`src/rtl/instr_sequencer_if.sv`:
```
// rtl/instr_sequencer_if.sv - run/step request, instruction byte and decoded control strobes
// The sequencer is the slave; whoever drives run/step/inst_in is the master.
interface instr_sequencer_if #(
  parameter int DATA_W = 8,
  parameter int CNT_W  = 16
);
  logic              run;
  logic              step;
  logic [7:0]        inst_in;
  logic              sel_pc;
  logic              mem_read;
  logic              ld_inst;
  logic              ld_inc;
  logic              sel_inc;
  logic              ld_pc;
  logic [7:0]        ld_reg;
  logic [7:0]        sel_reg;
  logic [2:0]        alu_func;
  logic              imm_en;
  logic [DATA_W-1:0] imm_out;
  logic [4:0]        state_num;
  logic              busy;
  logic              illegal;
  logic [CNT_W-1:0]  inst_count;

  modport master (
    output run, step, inst_in,
    input  sel_pc, mem_read, ld_inst, ld_inc, sel_inc, ld_pc,
    input  ld_reg, sel_reg, alu_func, imm_en, imm_out,
    input  state_num, busy, illegal, inst_count
  );

  modport slave (
    input  run, step, inst_in,
    output sel_pc, mem_read, ld_inst, ld_inc, sel_inc, ld_pc,
    output ld_reg, sel_reg, alu_func, imm_en, imm_out,
    output state_num, busy, illegal, inst_count
  );
endinterface

```
`src/rtl/instr_sequencer.sv`:
```
// rtl/instr_sequencer.sv - fixed-length microcycle instruction sequencer (fetch, decode, execute)
// Every output is a flop loaded with the decode of the next state, so no input reaches an output combinationally.
module instr_sequencer #(
  parameter int CYCLES_PER_INST = 8,
  parameter int DATA_W          = 8,
  parameter int CNT_W           = 16
) (
  input  logic             clk_i,
  input  logic             rst_i,
  instr_sequencer_if.slave bus
);

  localparam logic [4:0] LAST_CYC = 5'(CYCLES_PER_INST);

  typedef enum logic [0:0] {
    ST_IDLE = 1'b0,
    ST_EXEC = 1'b1
  } state_e;

  typedef struct packed {
    logic              sel_pc;
    logic              mem_read;
    logic              ld_inst;
    logic              ld_inc;
    logic              sel_inc;
    logic              ld_pc;
    logic [7:0]        ld_reg;
    logic [7:0]        sel_reg;
    logic [2:0]        alu_func;
    logic              imm_en;
    logic [DATA_W-1:0] imm_out;
    logic              illegal;
  } out_t;

  state_e           state_q, state_d;
  logic [4:0]       cyc_q, cyc_d;
  logic [7:0]       ir_q, ir_d;
  logic [CNT_W-1:0] cnt_q, cnt_d;
  logic             hold_q, hold_d;
  out_t             out_q, out_d;

  function automatic out_t decode(input logic [4:0] s, input logic [7:0] ir);
    out_t o;
    o          = '0;
    o.alu_func = 3'b111;
    if (s >= 5'd1 && s <= 5'd3) begin
      o.sel_pc   = 1'b1;
      o.mem_read = 1'b1;
    end
    if (s == 5'd2) begin
      o.ld_inst = 1'b1;
      o.ld_inc  = 1'b1;
    end
    if (s == 5'd5 || s == 5'd6) o.sel_inc = 1'b1;
    if (s == 5'd5) o.ld_pc = 1'b1;
    if (s >= 5'd4 && s <= 5'd6) begin
      casez (ir)
        8'b00??????: begin
          if (s == 5'd5) o.ld_reg = 8'b1 << ir[5:3];
          if (s != 5'd4) o.sel_reg = 8'b1 << ir[2:0];
        end
        8'b01??????: begin
          o.imm_out = {{(DATA_W-5){ir[4]}}, ir[4:0]};
          if (s != 5'd4) o.imm_en = 1'b1;
          if (s == 5'd5) o.ld_reg = ir[5] ? 8'h02 : 8'h01;
        end
        8'b1000????: begin
          o.alu_func = ir[2:0];
          if (s == 5'd5) o.ld_reg = ir[3] ? 8'h08 : 8'h01;
        end
        default: begin
          if (s == 5'd4) o.illegal = 1'b1;
        end
      endcase
    end
    return o;
  endfunction

  // hold_q blocks a restart after a single step until run has been seen low.
  always_comb begin
    state_d = state_q;
    cyc_d   = cyc_q;
    ir_d    = ir_q;
    cnt_d   = cnt_q;
    hold_d  = hold_q;
    case (state_q)
      ST_IDLE: begin
        if (!bus.run) begin
          hold_d = 1'b0;
        end else if (!hold_q) begin
          state_d = ST_EXEC;
          cyc_d   = 5'd1;
        end
      end
      ST_EXEC: begin
        if (cyc_q == 5'd2) ir_d = bus.inst_in;
        if (cyc_q == LAST_CYC) begin
          cnt_d = cnt_q + CNT_W'(1);
          if (bus.run && !bus.step) begin
            cyc_d = 5'd1;
          end else begin
            state_d = ST_IDLE;
            cyc_d   = 5'd0;
            hold_d  = bus.step;
          end
        end else begin
          cyc_d = cyc_q + 5'd1;
        end
      end
      default: begin
        state_d = ST_IDLE;
        cyc_d   = 5'd0;
      end
    endcase
    out_d = decode(cyc_d, ir_d);
  end

  always_ff @(posedge clk_i or posedge rst_i) begin
    if (rst_i) begin
      state_q <= ST_IDLE;
      cyc_q   <= 5'd0;
      ir_q    <= 8'h00;
      cnt_q   <= '0;
      hold_q  <= 1'b0;
      out_q   <= decode(5'd0, 8'h00);
    end else begin
      state_q <= state_d;
      cyc_q   <= cyc_d;
      ir_q    <= ir_d;
      cnt_q   <= cnt_d;
      hold_q  <= hold_d;
      out_q   <= out_d;
    end
  end

  assign bus.sel_pc     = out_q.sel_pc;
  assign bus.mem_read   = out_q.mem_read;
  assign bus.ld_inst    = out_q.ld_inst;
  assign bus.ld_inc     = out_q.ld_inc;
  assign bus.sel_inc    = out_q.sel_inc;
  assign bus.ld_pc      = out_q.ld_pc;
  assign bus.ld_reg     = out_q.ld_reg;
  assign bus.sel_reg    = out_q.sel_reg;
  assign bus.alu_func   = out_q.alu_func;
  assign bus.imm_en     = out_q.imm_en;
  assign bus.imm_out    = out_q.imm_out;
  assign bus.illegal    = out_q.illegal;
  assign bus.state_num  = cyc_q;
  assign bus.busy       = (cyc_q != 5'd0);
  assign bus.inst_count = cnt_q;

endmodule

```
`src/flat_wrapper.sv`:
```
// flat-port wrapper written by rule: the top's interface ports become plain ports
module instr_sequencer_flat 
#(
  parameter int CYCLES_PER_INST = 8,
  parameter int DATA_W          = 8,
  parameter int CNT_W           = 16
)
  (clk_i, rst_i, bus_run, bus_step, bus_inst_in, bus_sel_pc, bus_mem_read, bus_ld_inst, bus_ld_inc, bus_sel_inc, bus_ld_pc, bus_ld_reg, bus_sel_reg, bus_alu_func, bus_imm_en, bus_imm_out, bus_state_num, bus_busy, bus_illegal, bus_inst_count);
  instr_sequencer_if #(.DATA_W(DATA_W), .CNT_W(CNT_W)) bus_i ();
  input  logic clk_i;
  input  logic rst_i;
  input wire logic [$bits(bus_i.run)-1:0] bus_run;
  input wire logic [$bits(bus_i.step)-1:0] bus_step;
  input wire logic [$bits(bus_i.inst_in)-1:0] bus_inst_in;
  output wire logic [$bits(bus_i.sel_pc)-1:0] bus_sel_pc;
  output wire logic [$bits(bus_i.mem_read)-1:0] bus_mem_read;
  output wire logic [$bits(bus_i.ld_inst)-1:0] bus_ld_inst;
  output wire logic [$bits(bus_i.ld_inc)-1:0] bus_ld_inc;
  output wire logic [$bits(bus_i.sel_inc)-1:0] bus_sel_inc;
  output wire logic [$bits(bus_i.ld_pc)-1:0] bus_ld_pc;
  output wire logic [$bits(bus_i.ld_reg)-1:0] bus_ld_reg;
  output wire logic [$bits(bus_i.sel_reg)-1:0] bus_sel_reg;
  output wire logic [$bits(bus_i.alu_func)-1:0] bus_alu_func;
  output wire logic [$bits(bus_i.imm_en)-1:0] bus_imm_en;
  output wire logic [$bits(bus_i.imm_out)-1:0] bus_imm_out;
  output wire logic [$bits(bus_i.state_num)-1:0] bus_state_num;
  output wire logic [$bits(bus_i.busy)-1:0] bus_busy;
  output wire logic [$bits(bus_i.illegal)-1:0] bus_illegal;
  output wire logic [$bits(bus_i.inst_count)-1:0] bus_inst_count;
  assign bus_i.run = bus_run;
  assign bus_i.step = bus_step;
  assign bus_i.inst_in = bus_inst_in;
  assign bus_sel_pc = bus_i.sel_pc;
  assign bus_mem_read = bus_i.mem_read;
  assign bus_ld_inst = bus_i.ld_inst;
  assign bus_ld_inc = bus_i.ld_inc;
  assign bus_sel_inc = bus_i.sel_inc;
  assign bus_ld_pc = bus_i.ld_pc;
  assign bus_ld_reg = bus_i.ld_reg;
  assign bus_sel_reg = bus_i.sel_reg;
  assign bus_alu_func = bus_i.alu_func;
  assign bus_imm_en = bus_i.imm_en;
  assign bus_imm_out = bus_i.imm_out;
  assign bus_state_num = bus_i.state_num;
  assign bus_busy = bus_i.busy;
  assign bus_illegal = bus_i.illegal;
  assign bus_inst_count = bus_i.inst_count;
  instr_sequencer #(.CYCLES_PER_INST(CYCLES_PER_INST), .DATA_W(DATA_W), .CNT_W(CNT_W)) u_core (.clk_i(clk_i), .rst_i(rst_i), .bus(bus_i));
endmodule
```
`config.mk`:
```
export PLATFORM = sky130hd
export DESIGN_NAME = instr_sequencer_flat
export DESIGN_NICKNAME = d
export VERILOG_FILES = /design/src/rtl/instr_sequencer_if.sv /design/src/rtl/instr_sequencer.sv /design/src/flat_wrapper.sv
export SDC_FILE = /design/constraint.sdc
export NUM_CORES = 1
export LEC_CHECK = 0
export BUFFER_PORTS_ARGS = -buffer_cell sky130_fd_sc_hd__buf_2
export CORE_ASPECT_RATIO = 0.6
export CORE_UTILIZATION = 35
export CTS_CLUSTER_SIZE = 24
export DETAILED_ROUTE_END_ITERATION = 12
export GPL_ROUTABILITY_DRIVEN = 0
export PLACE_DENSITY = 0.6
export SYNTH_ARGS = -nofsm -noshare
export SYNTH_HDL_FRONTEND = slang
export SYNTH_SLANG_ARGS = --single-unit
```
`constraint.sdc`:
```
create_clock -name clk_i -period 3.3 [get_ports clk_i]
set_clock_uncertainty 0.15 [all_clocks]
set_input_delay 0.495 -clock clk_i [delete_from_list [all_inputs] [get_ports clk_i]]
set_output_delay 0.495 -clock clk_i [all_outputs]
set_load 0.005 [all_outputs]
```
==> impl_metrics.ini, run 1 <==
[final_layout]
fill_cells = 757
areaGrowthSynthToFinish_pct = 23.9
regArea_sq_mm = 0.00153
drive_gt1_share_pct = 31.7
multi_input_area_sq_mm = 0.00125
post-route-util_pct = 45.4
final_nets = 355
diodes = 0
largest_reg_flops = 16

[global_route]
track_usage_pct = 17.0
grt_max_degree = 32
gr-total-overflow = 0
first_global_vias = 2133
antenna_found_initial = 0
grt_first_pass_wirelength_um = 11100

[flow_run]
drv_cap = 0

[logic_synthesis]
synth_area_sq_mm = 0.00293
synthCells = 268
synth-main-ff-cell = dfrtp_1
synthArstFlopShare_pct = 100
syn_avg_cell_area_sq_um = 10.9
synth_edf_count = 0
yosys_register_bits = 61
ys_seq_area_share_pct = 52.3
synth.distinct_cells = 49
synth_nets = 284
yosysWarnings = 0

[power_and_ir_drop]
powerDensity_mw_per_mm2 = 887
p_leak_nw = 1.77
ir_worst_vdd_v = 0.000382

[worst_setup_path]
cp_max_fo = 21
required_ps = 3390
startpoint_type = register
path_class = reg2reg
critPathCaptureType = register
worstPathArrival_ps = 2810

[sta]
layout_worst_path_cycle_share_pct = 82.6
rsz0062_at_grt = false
worst_pin_slew_ps = 834
slew_violations = 0
fin_crit_ps = 2720
setup_viol = 0
fmax_ghz = 0.367
tns_ps = 0
slew_headroom_pct = 44.4
hold_violations = 0

[cts]
path_clk_slew_ps = 50
cts_tree = built
cts_buffers = 9
root_buffer = clkbuf_16
cts_max_path_buffers = 2
postCtsSetupBuffers = 0
clkLatencyLatePin_ps = 330
htree_levels = 3
cts_hold_buf = 0
cts_resized = 0
cts_sinks = 61

[floorplanning]
rows = 25
dieArea_sq_mm = 0.00874
io_pins = 69
die_width_um = 120
start_util_pct = 36.7
die_h_um = 72.8
core_region_area_sq_mm = 0.00798

[drt]
vias_per_cell = 4.95
final_antenna_net_count = 0
wl_um = 6790
vias = 2237
drc = 0
first_pass_iters = 4
wire_per_inst_um = 15.0
drt_iter0_markers = 183

[status]
status = finished, final reports clean

[worst_hold_path]
hp-class = in2async

[placed_design]
io_buffers = 68
place_hpwl_um = 5030
per-layer routing:
| layer | vias to the layer above | global-route usage, % | part of all wire, % |
|---|---|---|---|
| met5 | - | 0 | 0 |
| met2 | 78 | 22.9 | 39 |
| met4 | 0 | 6.67 | 1.5 |
| met1 | 1066 | 25.1 | 51 |
| li1 | 1082 | - | - |
| met3 | 11 | 5.08 | 7.7 |
report_power, final:
part           internal (W)  switching [W]  leakage (nW)
Clock              0.000602       0.000320         0.143
Sequential         0.000905       0.000193         0.804
Combinational      0.000476       0.000721         0.827
Total               0.00198        0.00123          1.77
layout by cell type (no fill, tap or decap), drive strengths merged, types with 4 or more instances in the layout:
cell type  instances
nor2              21
inv               12
buf               72
dfrtp             58
nor3              29
nor2b              4
and3               4
mux2i             11
nand2             24
xnor2             11
xor2               7
mux2               7
nand4              6
ha                 4
nand2b             5
nand3              9
o21ai              6
clkbuf            12
cell type report:
| class | count | share of cell area, % |
|---|---|---|
| Clock buffer | 12 | 6.80 |
| Clock inverter | 4 | 1.31 |
| Inverter | 12 | 1.24 |
| Multi-Input combinational cell | 183 | 34.5 |
| Sequential cell | 61 | 42.2 |
| Tap cell | 108 | 3.73 |
| Timing Repair Buffer | 72 | 10.2 |
cells by family after synthesis:
group,count (synthesis),synth area share [%]
AND/OR/NAND/NOR,122,23.0
flip-flops,61,52.3
buffers and inverters,24,4.96
AO/OA/AOI/OAI,21,6.20
XOR/XNOR,18,5.39
multiplexers,18,6.46
adder cells (fa/ha/maj),4,1.71
cell usage after synthesis (2+ instances only):
cell | n | area (sq um)
buf_4 | 6 | 45.0
buf_2 | 2 | 10.0
and4b_1 | 2 | 20.0
nor2b_1 | 4 | 25.0
nor4_1 | 3 | 18.8
nand3_1 | 9 | 45.0
nor2_1 | 19 | 71.3
and3_1 | 3 | 18.8
xnor2_1 | 11 | 96.3
nor3b_1 | 2 | 15.0
nand4_1 | 6 | 37.5
nand2_1 | 24 | 90.1
and2_1 | 3 | 18.8
o21ai_0 | 6 | 30.0
xor2_1 | 7 | 61.3
buf_6 | 4 | 45.0
nand2b_1 | 5 | 31.3
inv_1 | 11 | 41.3
a21oi_1 | 2 | 10.0
mux2i_1 | 11 | 110
dfstp_2 | 3 | 78.8
ha_1 | 4 | 50.1
nor4b_1 | 3 | 26.3
dfrtp_1 | 58 | 1450
nor3_1 | 26 | 130
nor3_2 | 3 | 30.0
a31oi_1 | 2 | 12.5
and4_1 | 2 | 17.5
mux2_2 | 7 | 78.8
final timing paths:
path                       slack, ps                               endpoint                                   from  cells past startpoint
max in group asynchronous       2130       u_core.bus.alu_func[1]$_DFF_PP1_                                  rst_i                      3
max reg2reg                      580        u_core.bus.sel_reg[7]$_DFF_PP0_      u_core.bus.state_num[3]$_DFF_PP0_                      6
min reg2reg                      320  u_core.bus.inst_count[15]$_DFFE_PP0P_  u_core.bus.inst_count[15]$_DFFE_PP0P_                      1
min in group clk_i               260              u_core.hold_q$_DFFE_PP0P_                                bus_run                      3
min                              100        u_core.bus.sel_reg[0]$_DFF_PP0_                                  rst_i                      2
max                              580        u_core.bus.sel_reg[7]$_DFF_PP0_      u_core.bus.state_num[3]$_DFF_PP0_                      6
per-stage QoR:
stage               hold slack, ps  total power (W)  area (sq um)  std cells  setup slack (ps)
floorplan                      315          0.00201          2930        268              1150
detailed placement             314          0.00230          3330        436               573
finish                         104          0.00322          3620        452               576
global route                   171          0.00343          3620        452               283
global placement               303          0.00229          3330        436               736
CTS                            128          0.00324          3620        452               555
worst max-delay path, cell delays in order, from the launching register on:
cell	delay (ps)
dfrtp_1	450
nor2_1	280
and4b_1	800
buf_4	310
mux2i_1	340
nand2_1	110
nor3_1	190
Power figures use the tool's default switching activity.
==> run 2, diff against run 1 <==
--- a/config.mk
+++ b/config.mk
@@ -11,7 +11,7 @@
 export CTS_CLUSTER_SIZE = 24
 export DETAILED_ROUTE_END_ITERATION = 12
 export GPL_ROUTABILITY_DRIVEN = 0
-export PLACE_DENSITY = 0.6
+export PLACE_DENSITY = 0.62
 export SYNTH_ARGS = -nofsm -noshare
 export SYNTH_HDL_FRONTEND = slang
 export SYNTH_SLANG_ARGS = --single-unit
==> constraint.sdc (replaced) <==
create_clock -name clk_i -period 2.5 [get_ports clk_i]
set_clock_uncertainty 0.15 [all_clocks]
set_input_delay 0.375 -clock clk_i [delete_from_list [all_inputs] [get_ports clk_i]]
set_output_delay 0.375 -clock clk_i [all_outputs]
set_load 0.005 [all_outputs]
==> run 2 against run 1 <==
- routed wire length up 1.9%
- via count up 1.6%
- worst setup slack worse by 450 ps
- maximum frequency up 15%
- hold slack better by 50 ps
- highest routed layer unchanged
- die area unchanged
- register-to-register slack worse by 450 ps
- sequential power up 29%
- first-iteration DRC count down 16%
- sequential share of layout area down 1.1 points
- count of clock-buffer cells in the layout down 1
- global-route usage up 0.39 points
==> impl_metrics.ini, run 2 (same netlist as run 1, synthesis figures left out) <==
[status]
status = finished, final reports clean

[final_layout]
fill_cells = 740
drive_gt1_share_pct = 34.0
largest_reg_flops = 16
areaGrowthSynthToFinish_pct = 27.4
diodes = 0
final_common_cell = buf_2
final_nets = 365
design_area_sq_mm = 0.00373
final_cell_mix = buf_2 (68), dfrtp_1 (58), nor3_1 (26)
fin_cells = 461

[drt]
vias = 2272
drt_iter0_markers = 153
drc = 0
first_pass_iters = 4
vias_per_cell = 4.93
final_antenna_net_count = 0
wire_per_inst_um = 15.0
wl_um = 6930

[sta]
worst_pin_slew_ps = 432
slew_headroom_pct = 70.4
tns_ps = 0
layout_worst_path_cycle_share_pct = 94.8
setup_viol = 0
fmax_ghz = 0.422
fin_ws_ps = 130
rsz0062_at_grt = false
fin_crit_ps = 2370
slew_violations = 0
hold_violations = 0

[placed_design]
place_inst = 445
io_buffers = 68
dpl-instance-area_sq_mm = 0.00341
pre_cts_ws_ps = 194
place_hpwl_um = 5160

[worst_hold_path]
whs_path_depth = 3
min_to = u_core.hold_q$_DFFE_PP0P_
hp-class = in2reg
min_from = bus_run

[power_and_ir_drop]
p_sw_w = 0.00167
p_total_w = 0.00440
ir_worst_vdd_v = 0.000510
power_frac_comb_pct = 39.7
p_leak_nw = 1.83
p_sw_share_pct = 37.9
internal_power_w = 0.00273
powerDensity_mw_per_mm2 = 1180
p_clk_share_pct = 28.1
p_seq_share_pct = 32.2

[floorplanning]
dieArea_sq_mm = 0.00874
start_util_pct = 36.7
rows = 25
core_region_area_sq_mm = 0.00798
io_pins = 69
die_width_um = 120
die_h_um = 72.8

[global_route]
track_usage_pct = 17.4
grt_first_pass_wirelength_um = 11400
gr-total-overflow = 0
first_global_vias = 2182
grt_max_degree = 29
antenna_found_initial = 0

[worst_setup_path]
timing.rr.end = u_core.bus.imm_out[6]$_DFF_PP0_
worst-path-buf-inv = 1
crit_chain = buf_4, ha_1, xor2_1, o2bb2ai_1, a32o_1, a21bo_4, nor3b_1
path_class = reg2reg
r2r-start = u_core.bus.state_num[0]$_DFF_PP0_
slowest_stage = dfrtp_1
required_ps = 2570
critPathTopFamily = compound AO/OA/AOI/OAI gates
cp_max_fo = 15
ff2ff_setup_slack_ps = 130
startpoint_type = register
worstPathArrival_ps = 2440
critPathCaptureType = register
worstRegToRegCells = 7
slowest_delay_ps = 370

[cts]
root_buffer = clkbuf_16
cts_tree = built
htree_levels = 3
cts_sinks = 61
cts_max_path_buffers = 2
cts_buffers = 9
path_clk_slew_ps = 50
clkLatencyLatePin_ps = 320
postCtsSetupBuffers = 0

[flow_run]
drv_cap = 0
[run 2: cell type report]
class                   instances  area (sq um)  area share (%)
inverters                      12          45.0            1.21
repair buffers                 82           460            12.4
multi-input cells             183          1250            33.7
clock inverters                 4          47.5            1.28
well taps                     108           135            3.63
clock buffers                  11           253            6.78
flip-flops and latches         61          1530            41.1
[run 2: worst reg2reg max path, cell delays in order, from the launching register on]
cell	delay, ps
dfrtp_1	370
buf_4	170
ha_1	290
xor2_1	170
o2bb2ai_1	260
a32o_1	280
a21bo_4	330
nor3b_1	260
[run 2: worst max-delay path by stage]
stage	to	cells after the start	startpoint
finish	u_core.bus.imm_out[6]$_DFF_PP0_	7	u_core.bus.state_num[0]$_DFF_PP0_
global route	u_core.bus.imm_out[6]$_DFF_PP0_	6	u_core.bus.state_num[1]$_DFF_PP0_
CTS	u_core.bus.ld_reg[3]$_DFF_PP0_	7	u_core.bus.state_num[1]$_DFF_PP0_
detailed placement	u_core.bus.ld_reg[1]$_DFF_PP0_	7	u_core.bus.state_num[1]$_DFF_PP0_
global placement	u_core.bus.imm_out[6]$_DFF_PP0_	7	u_core.bus.state_num[0]$_DFF_PP0_
floorplan	u_core.bus.sel_reg[4]$_DFF_PP0_	8	u_core.bus.state_num[0]$_DFF_PP0_
[run 2: through the flow]
| stage | hold WS, ps | util (%) |
|---|---|---|
| 2_1_floorplan | 315 | - |
| 3_3_place_gp | 222 | 42.8 |
| 3_5_place_dp | 226 | 42.8 |
| 4_1_cts | 156 | 46.7 |
| 5_1_grt | 183 | 46.7 |
| 6_report | 154 | 46.7 |
[run 2: repair_timing]
item	4_1_cts	5_1_grt
endpoints found under the setup margin	0	1
hold buffers	1	0
resized for setup	0	1
hold endpoints to repair	13	0
[run 2: power groups by stage]
stage	Combinational [W]	Clock (W)	Sequential (W)
CTS	0.00175	0.00126	0.00141
global route	0.00194	0.00131	0.00145
global placement	0.00170	0	0.00142
finish	0.00175	0.00123	0.00142
detailed placement	0.00173	0	0.00142
floorplan	0.00127	0	0.00139
[run 2: routing by layer]
layer	GRT usage (%)	wire, um	part of all wire [%]	vias to the layer above
met5	0	0	0	-
met4	6.25	57	0.82	0
li1	-	-	-	1101
met2	24.2	2780	40	80
met3	5.63	482	7.0	7
met1	25.0	3610	52	1084
